$ cat src/rtl/logic_reduce_unit.sv
// Registered N-channel bitwise reducer with selectable AND/OR/XOR (optionally inverted)
// operator, optional per-frame accumulation and valid/ready handshakes on both sides.
module logic_reduce_unit #(
    parameter int unsigned WIDTH = 8,
    parameter int unsigned N     = 4
) (
    input  logic               clk,
    input  logic               reset,
    input  logic               in_valid,
    output logic               in_ready,
    input  logic [N*WIDTH-1:0] in_data,
    input  logic               in_last,
    input  logic [2:0]         op,
    input  logic               acc_en,
    output logic               out_valid,
    input  logic               out_ready,
    output logic [WIDTH-1:0]   out_data,
    output logic               out_last
);

    typedef enum logic {StIdle, StAcc} state_t;
    typedef enum logic [1:0] {BaseAnd, BaseOr, BaseXor} base_t;

    state_t           state;
    logic [2:0]       op_q;
    logic             acc_en_q;
    logic [WIDTH-1:0] acc_q;

    logic [2:0]       eff_op;
    logic             eff_acc;
    base_t            base;
    logic             invert;
    logic             accept;
    logic [WIDTH-1:0] beat_red;
    logic [WIDTH-1:0] fold;
    logic [WIDTH-1:0] result;

    function automatic logic [WIDTH-1:0] apply_base(input base_t b, input logic [WIDTH-1:0] a,
                                                    input logic [WIDTH-1:0] c);
        case (b)
            BaseAnd: return a & c;
            BaseXor: return a ^ c;
            default: return a | c;
        endcase
    endfunction

    assign in_ready = !reset && (!out_valid || out_ready);
    assign accept   = in_valid && in_ready;

    // The first beat of a frame uses the live controls; later beats use the latched ones.
    assign eff_op  = (state == StIdle) ? op : op_q;
    assign eff_acc = (state == StIdle) ? acc_en : acc_en_q;

    always_comb begin
        case (eff_op)
            3'b000, 3'b011: base = BaseAnd;
            3'b010, 3'b101: base = BaseXor;
            default:        base = BaseOr;
        endcase
        invert = (eff_op == 3'b011) || (eff_op == 3'b100) || (eff_op == 3'b101);

        beat_red = in_data[WIDTH-1:0];
        for (int k = 1; k < N; k++) begin
            beat_red = apply_base(base, beat_red, in_data[k*WIDTH +: WIDTH]);
        end

        // The accumulator is kept un-inverted; inversion only happens on the way out.
        fold   = (state == StAcc) ? apply_base(base, acc_q, beat_red) : beat_red;
        result = invert ? ~fold : fold;
    end

    always_ff @(posedge clk) begin
        if (reset) begin
            state     <= StIdle;
            op_q      <= 3'b001;
            acc_en_q  <= 1'b0;
            acc_q     <= '0;
            out_valid <= 1'b0;
            out_data  <= '0;
            out_last  <= 1'b0;
        end else begin
            if (out_valid && out_ready) begin
                out_valid <= 1'b0;
            end
            if (accept) begin
                if (state == StIdle) begin
                    op_q     <= op;
                    acc_en_q <= acc_en;
                end
                if (!eff_acc) begin
                    out_valid <= 1'b1;
                    out_data  <= result;
                    out_last  <= in_last;
                end else if (!in_last) begin
                    acc_q <= fold;
                    state <= StAcc;
                end else begin
                    out_valid <= 1'b1;
                    out_data  <= result;
                    out_last  <= 1'b1;
                    acc_q     <= '0;
                    state     <= StIdle;
                end
            end
        end
    end

endmodule

$ cat config.mk
export PLATFORM = sky130hd
export DESIGN_NAME = logic_reduce_unit
export DESIGN_NICKNAME = d
export VERILOG_FILES = /design/src/rtl/logic_reduce_unit.sv
export SDC_FILE = /design/constraint.sdc
export NUM_CORES = 1
export LEC_CHECK = 0
export CORE_MARGIN = 10
export CORE_UTILIZATION = 55
export DETAILED_ROUTE_END_ITERATION = 6
export GPL_TIMING_DRIVEN = 1
export PLACE_DENSITY = 0.82
export SLEW_MARGIN = 40
export SYNTH_ARGS = -nofsm -noshare
export SYNTH_HDL_FRONTEND = slang
export SYNTH_SLANG_ARGS = --single-unit
$ cat constraint.sdc
create_clock -name clk -period 6.3 [get_ports clk]
set_input_delay 1.575 -clock clk [delete_from_list [all_inputs] [get_ports clk]]
set_output_delay 1.575 -clock clk [all_outputs]
set_load 0.02 [all_outputs]
; Word level (Yosys, flattened, before mapping)
; Cells that the tools add are included.
[classes]
addsub = 0
n_mul = 0
div = 0
n_lt_le_gt_ge = 0
n_eq_ne = 6
shift = 0
n_mux = 19
bitwise = 13
reduce_logical = 14
[op_table]
columns = cell, n
row1 = $pmux 8 s2, 4
row2 = $mux 8, 5
row3 = $and 8x8->8, 4
row4 = $or 8x8->8, 4
row5 = $xor 8x8->8, 4
row6 = $mux 1, 8
row7 = $not 8->8, 1
row8 = $eq 3x2->1 const B, 2
row9 = $eq 3x3->1 const B, 2
row10 = $pmux 2 s2, 1
row11 = $reduce_and 2->1, 2
row12 = $reduce_or 2->1, 2
row13 = $logic_and 1x1->1, 3
row14 = $logic_not 3->1, 1
row15 = $logic_or 1x1->1, 3
row16 = $mux 3, 1
row17 = $eq 2x2->1 const B, 1
row18 = $logic_not 1->1, 2
row19 = $logic_not 2->1, 1
row20 = $ne 2x2->1 const B, 1
[word_totals]
regBits = 23
latch_bits = 0
mem_bits_rw = 0
rom_bits = 0
inputBits = 41
elab_cells = 59
n_memories = 0

; Logic depth before layout (Yosys ltp)
[logic_depth]
word_depth = 17
ltp_mapped = 25
ltp_nobuf = 21

; Worst setup path after synthesis
; No wires, ideal clock.
[synth_timing]
path_kind = input port to flip-flop
from = in op[0]
to = reg acc_q[5]
arrival_ns = 4.992
required_time_ns = 6.229
path_slack_ns = 1.238
stages = 23
path_buffers = 2
path_cell_list = buf_2 -> mux2i_2 -> nor3_4 -> nor2_2 -> clkbuf_1 -> o22ai_1 -> a21oi_1 -> inv_1 -> ha_1 -> o22ai_1 -> a21oi_1 -> inv_1 -> ha_1 -> nor2_1 -> a21oi_1 -> nor2_1 -> a211o_1 -> ha_1 -> inv_1 -> o21ai_0 -> a221oi_2 -> or3_1 -> a21oi_1
[synth_via]
elab_chain_len = 14
word_cells_on_any_way = 25
cone_classes = eq/ne: 4 / mux: 8 / bitwise: 9 / reduce/logical: 4
[synth_lines]
columns = item, line_no
row1 = "start, declared", 13  ; input logic [2:0] op,
row2 = $mux 3 *, n/a
row3 = "$eq 3x3->1, or another cell as far along", 55  ; case (eff_op)
row4 = $reduce_or 2->1, 55
row5 = $pmux 2 s2 *, 55
row6 = $eq 2x2->1 or $logic_not 2->1 (tied branches), 40  ; case (b)
row7 = $pmux 8 s2, 40
row8 = "$or 8x8->8, or another cell as far along", 43  ; default: return a | c;
row9 = $pmux 8 s2, 40
row10 = "$or 8x8->8, or another cell as far along", 43
row11 = $pmux 8 s2, 40
row12 = "$or 8x8->8, or another cell as far along", 43
row13 = $pmux 8 s2, 40
row14 = $mux 8 *, 68  ; fold = (state == StAcc) ? apply_base(base, acc_q, beat_red) : beat_red;
row15 = $mux 8 *, 94  ; end else if (!in_last) begin
row16 = "end signal, assigned", 95  ; acc_q <= fold;
row17 = "end, declared", 27  ; logic [WIDTH-1:0] acc_q;
; Every way passes the cells marked *; elsewhere a longest branch is shown, timed or not.
; A chain may end at the register's enable or synchronous reset.

; Worst setup path after layout
; Ends and elaborated chain as after synthesis.

==> impl_metrics.json <==
{
  "outcome": "complete, no violations",
  "wire_per_inst_um": 13.7,
  "wl_met3_um": 498,
  "power_density_nw_per_um2": 151,
  "power.leakage_uw": 0.00170,
  "grt_first_pass_wirelength_um": 12200,
  "grt_max_degree": 25,
  "pwr-share-clk": 0.161,
  "drive_above_1_share": 0.0591,
  "synth_ff_type": "dfxtp_1",
  "ys_ff_latch": 23,
  "syn_nets": 506,
  "grt_overflow": 0,
  "r2r-start": "op_q[1]$_SDFFE_PP0P_",
  "timing.setup.tns_ns": 0,
  "ioPinCount": 52,
  "peakVddDrop_uv": 113,
  "clock_latency_ns": 0.26,
  "end_kind": "register",
  "arrival_ns": 5.75,
  "drc": 0,
  "diodes": 0,
  "yosys_warnings": 0,
  "critPathMaxFanout": 16,
  "core.rowCount": 27,
  "p_switching_uw": 216,
  "gp_congestion": 0.824,
  "max_freq_mhz": 180,
  "fin_nets": 546,
  "worstHoldPathCells": 2,
  "cts_hold_buf": 0,
  "syn_avg_cell_area_um2": 7.61,
  "post_cts_buffers": 0,
  "period_minus_slack_ns": 5.57,
  "grt.total_usage": 0.157,
  "met1_length_um": 3190,
  "relSlewSlack": 0.532,
  "drt-pass1-iter-count": 4,
  "finClkSkew_ns": 0.00421,
  "r2r_setup_slack_ns": 1.94,
  "synth_edf_count": 0,
  "wl_um": 6990,
  "p_total_uw": 548,
  "multi_input_area_um2": 2230,
  "area_growth_pct": 18.9,
  "clockBufferDepth": 2,
  "grt_pass1_vias": 2731,
  "worst_pin_slew_ns": 0.699,
  "hold_class": "register to register",
  "seqPwrFrac": 0.307,
  "vias_per_cell": 5.59,
  "stdcell_count": 512,
  "antenna_left": 0,
  "start_util": 0.561,
  "synthArstFlopShare": 0,
  "port_buffers": 51,
  "routed-via-count": 2860,
  "numClockSinks": 23,
  "required_ns": 6.48,
  "reg2reg_depth": 21,
  "path_clk_slew_ns": 0.08,
  "drt-initial-drc-count": 123,
  "r2r_end": "acc_q[6]$_SDFFE_PP0P_",
  "whs_endpoint": "out_data[5]$_SDFFE_PP0P_",
  "finalHoldViolations": 0,
  "final_common_cell": "inv_1",
  "combPwrFrac": 0.532,
  "dp_hpwl_um": 5830,
  "dr_wl_met2_um": 3250,
  "htreeDepth": 1,
  "hp-start": "out_data[5]$_SDFFE_PP0P_",
  "die_y_um": 94.5,
  "antenna_found_initial": 0,
  "regArea_um2": 462,
  "dp_cells": 508,
  "critPathLaunchType": "primary input",
  "cap_viol_max_count": 0,
  "die-area_um2": 8930,
  "core-area_um2": 5440,
  "cts_resized": 0,
  "top_layer_used": "met4",
  "ys_seq_area_frac": 0.151,
  "cts-root-buf": "clkbuf_8",
  "cts_tree": "built",
  "swShare": 0.394,
  "drv_slew": 0,
  "finalSetupViolCount": 0,
  "internal_power_uw": 332,
  "rsz0062_at_grt": "false",
  "die_x_um": 94.5,
  "netlist_instances": 401,
  "cts_made_buffers": 3,
  "worstSetupPathType": "primary input to register",
  "synthDistinctLibCells": 55,
  "syn_area_um2": 3050,
  "layout_common_cells": "inv_1 (68), ha_1 (64), clkdlybuf4s50_1 (51), a21oi_1 (32), nand2_1 (26)",
  "min_period_over_period": 0.883,
  "fillerInstances": 490
}
==> state kept, by name, summed over array words and instances, names as in the netlist <==
name and cells:
out_last 1, op_q 3, state 1, acc_en_q 1, acc_q 8, out_data 8
out_valid 1
==> metrics by stage <==
step	worst slack, ns	area (µm²)	hold slack, ns	utilization
after floorplan	1.24	3050	0.453	-
after global placement	0.582	3570	0.454	0.657
after detailed placement	0.459	3570	0.458	0.657
after CTS	0.710	3620	0.478	0.666
after global routing	0.311	3630	0.495	0.667
final	0.735	3630	0.470	0.667
==> kinds of logic after synthesis <==
kind of cell             Yosys count  synth area share
multiplexers                       9            0.0385
XOR/XNOR                           4            0.0115
AO/OA/AOI/OAI                    124             0.264
AND/OR/NAND/NOR                   89             0.154
flip-flops                        23             0.151
buffers and inverters             88             0.119
adder cells (fa/ha/maj)           64             0.262
==> power by group through the flow <==
stage	logic (µW)	clock network, µW	registers (µW)
floorplan	194	0	177
global placement	279	0	171
detailed placement	291	0	172
CTS	292	90.1	168
global route	333	96.2	170
finish	291	88.2	168
==> layer usage <==
| metal | global-route usage | vias up |
|---|---|---|
| met5 | 0 | - |
| met4 | 0.0324 | 0 |
| met3 | 0.0325 | 8 |
| met2 | 0.276 | 81 |
| met1 | 0.192 | 1304 |
| li1 | - | 1467 |
==> worst max path at each step <==
stage | startpoint | to | slack [ns] | depth (start not counted)
finish | op[0] | acc_q[5]$_SDFFE_PP0P_ | 0.73 | 22
floorplan | op[0] | acc_q[5]$_SDFFE_PP0P_ | 1.24 | 23
global route | op[0] | out_data[7]$_SDFFE_PP0P_ | 0.31 | 20
global placement | op[0] | acc_q[5]$_SDFFE_PP0P_ | 0.58 | 22
CTS | op[0] | acc_q[5]$_SDFFE_PP0P_ | 0.71 | 22
detailed placement | op[0] | acc_q[5]$_SDFFE_PP0P_ | 0.46 | 22
==> worst max-delay path, stage by stage <==
cell             delay, ns
clkdlybuf4s50_1       0.60
xor2_1                0.22
mux2i_1               0.37
and2_1                0.35
nor2_4                0.15
a21oi_1               0.23
inv_1                 0.07
ha_1                  0.27
o22ai_1               0.05
a21oi_1               0.19
inv_1                 0.07
ha_1                  0.24
nor2_1                0.12
a21oi_1               0.05
nor2_1                0.15
a211o_1               0.12
ha_1                  0.13
inv_1                 0.03
o21ai_0               0.18
a221oi_2              0.06
or3_1                 0.38
a21oi_1               0.12
==> layout make-up <==
class,count,share of cell area
multi-input cells,290,0.616
well taps,72,0.0248
inverters,68,0.0704
clock inverters,1,0.00138
clock buffers,3,0.0114
flip-flops and latches,23,0.127
repair buffers,55,0.149
==> synthesized netlist by cell type (all sizes together), types with 6 or more instances <==
master / instances / area (µm²)
inv: 68 / 255
ha: 64 / 801
a21oi: 32 / 160
nand2: 26 / 97.6
nor2: 25 / 104
o21ai: 25 / 125
dfxtp: 23 / 460
o22ai: 16 / 100
buf: 12 / 78.8
nor2b: 9 / 56.3
o211ai: 9 / 67.6
clkbuf: 8 / 30.0
nand3: 8 / 40.0
a211oi: 7 / 52.6
a22oi: 7 / 52.6
mux2i: 6 / 80.1
or3: 6 / 37.5
Power figures use the tool's default switching activity.
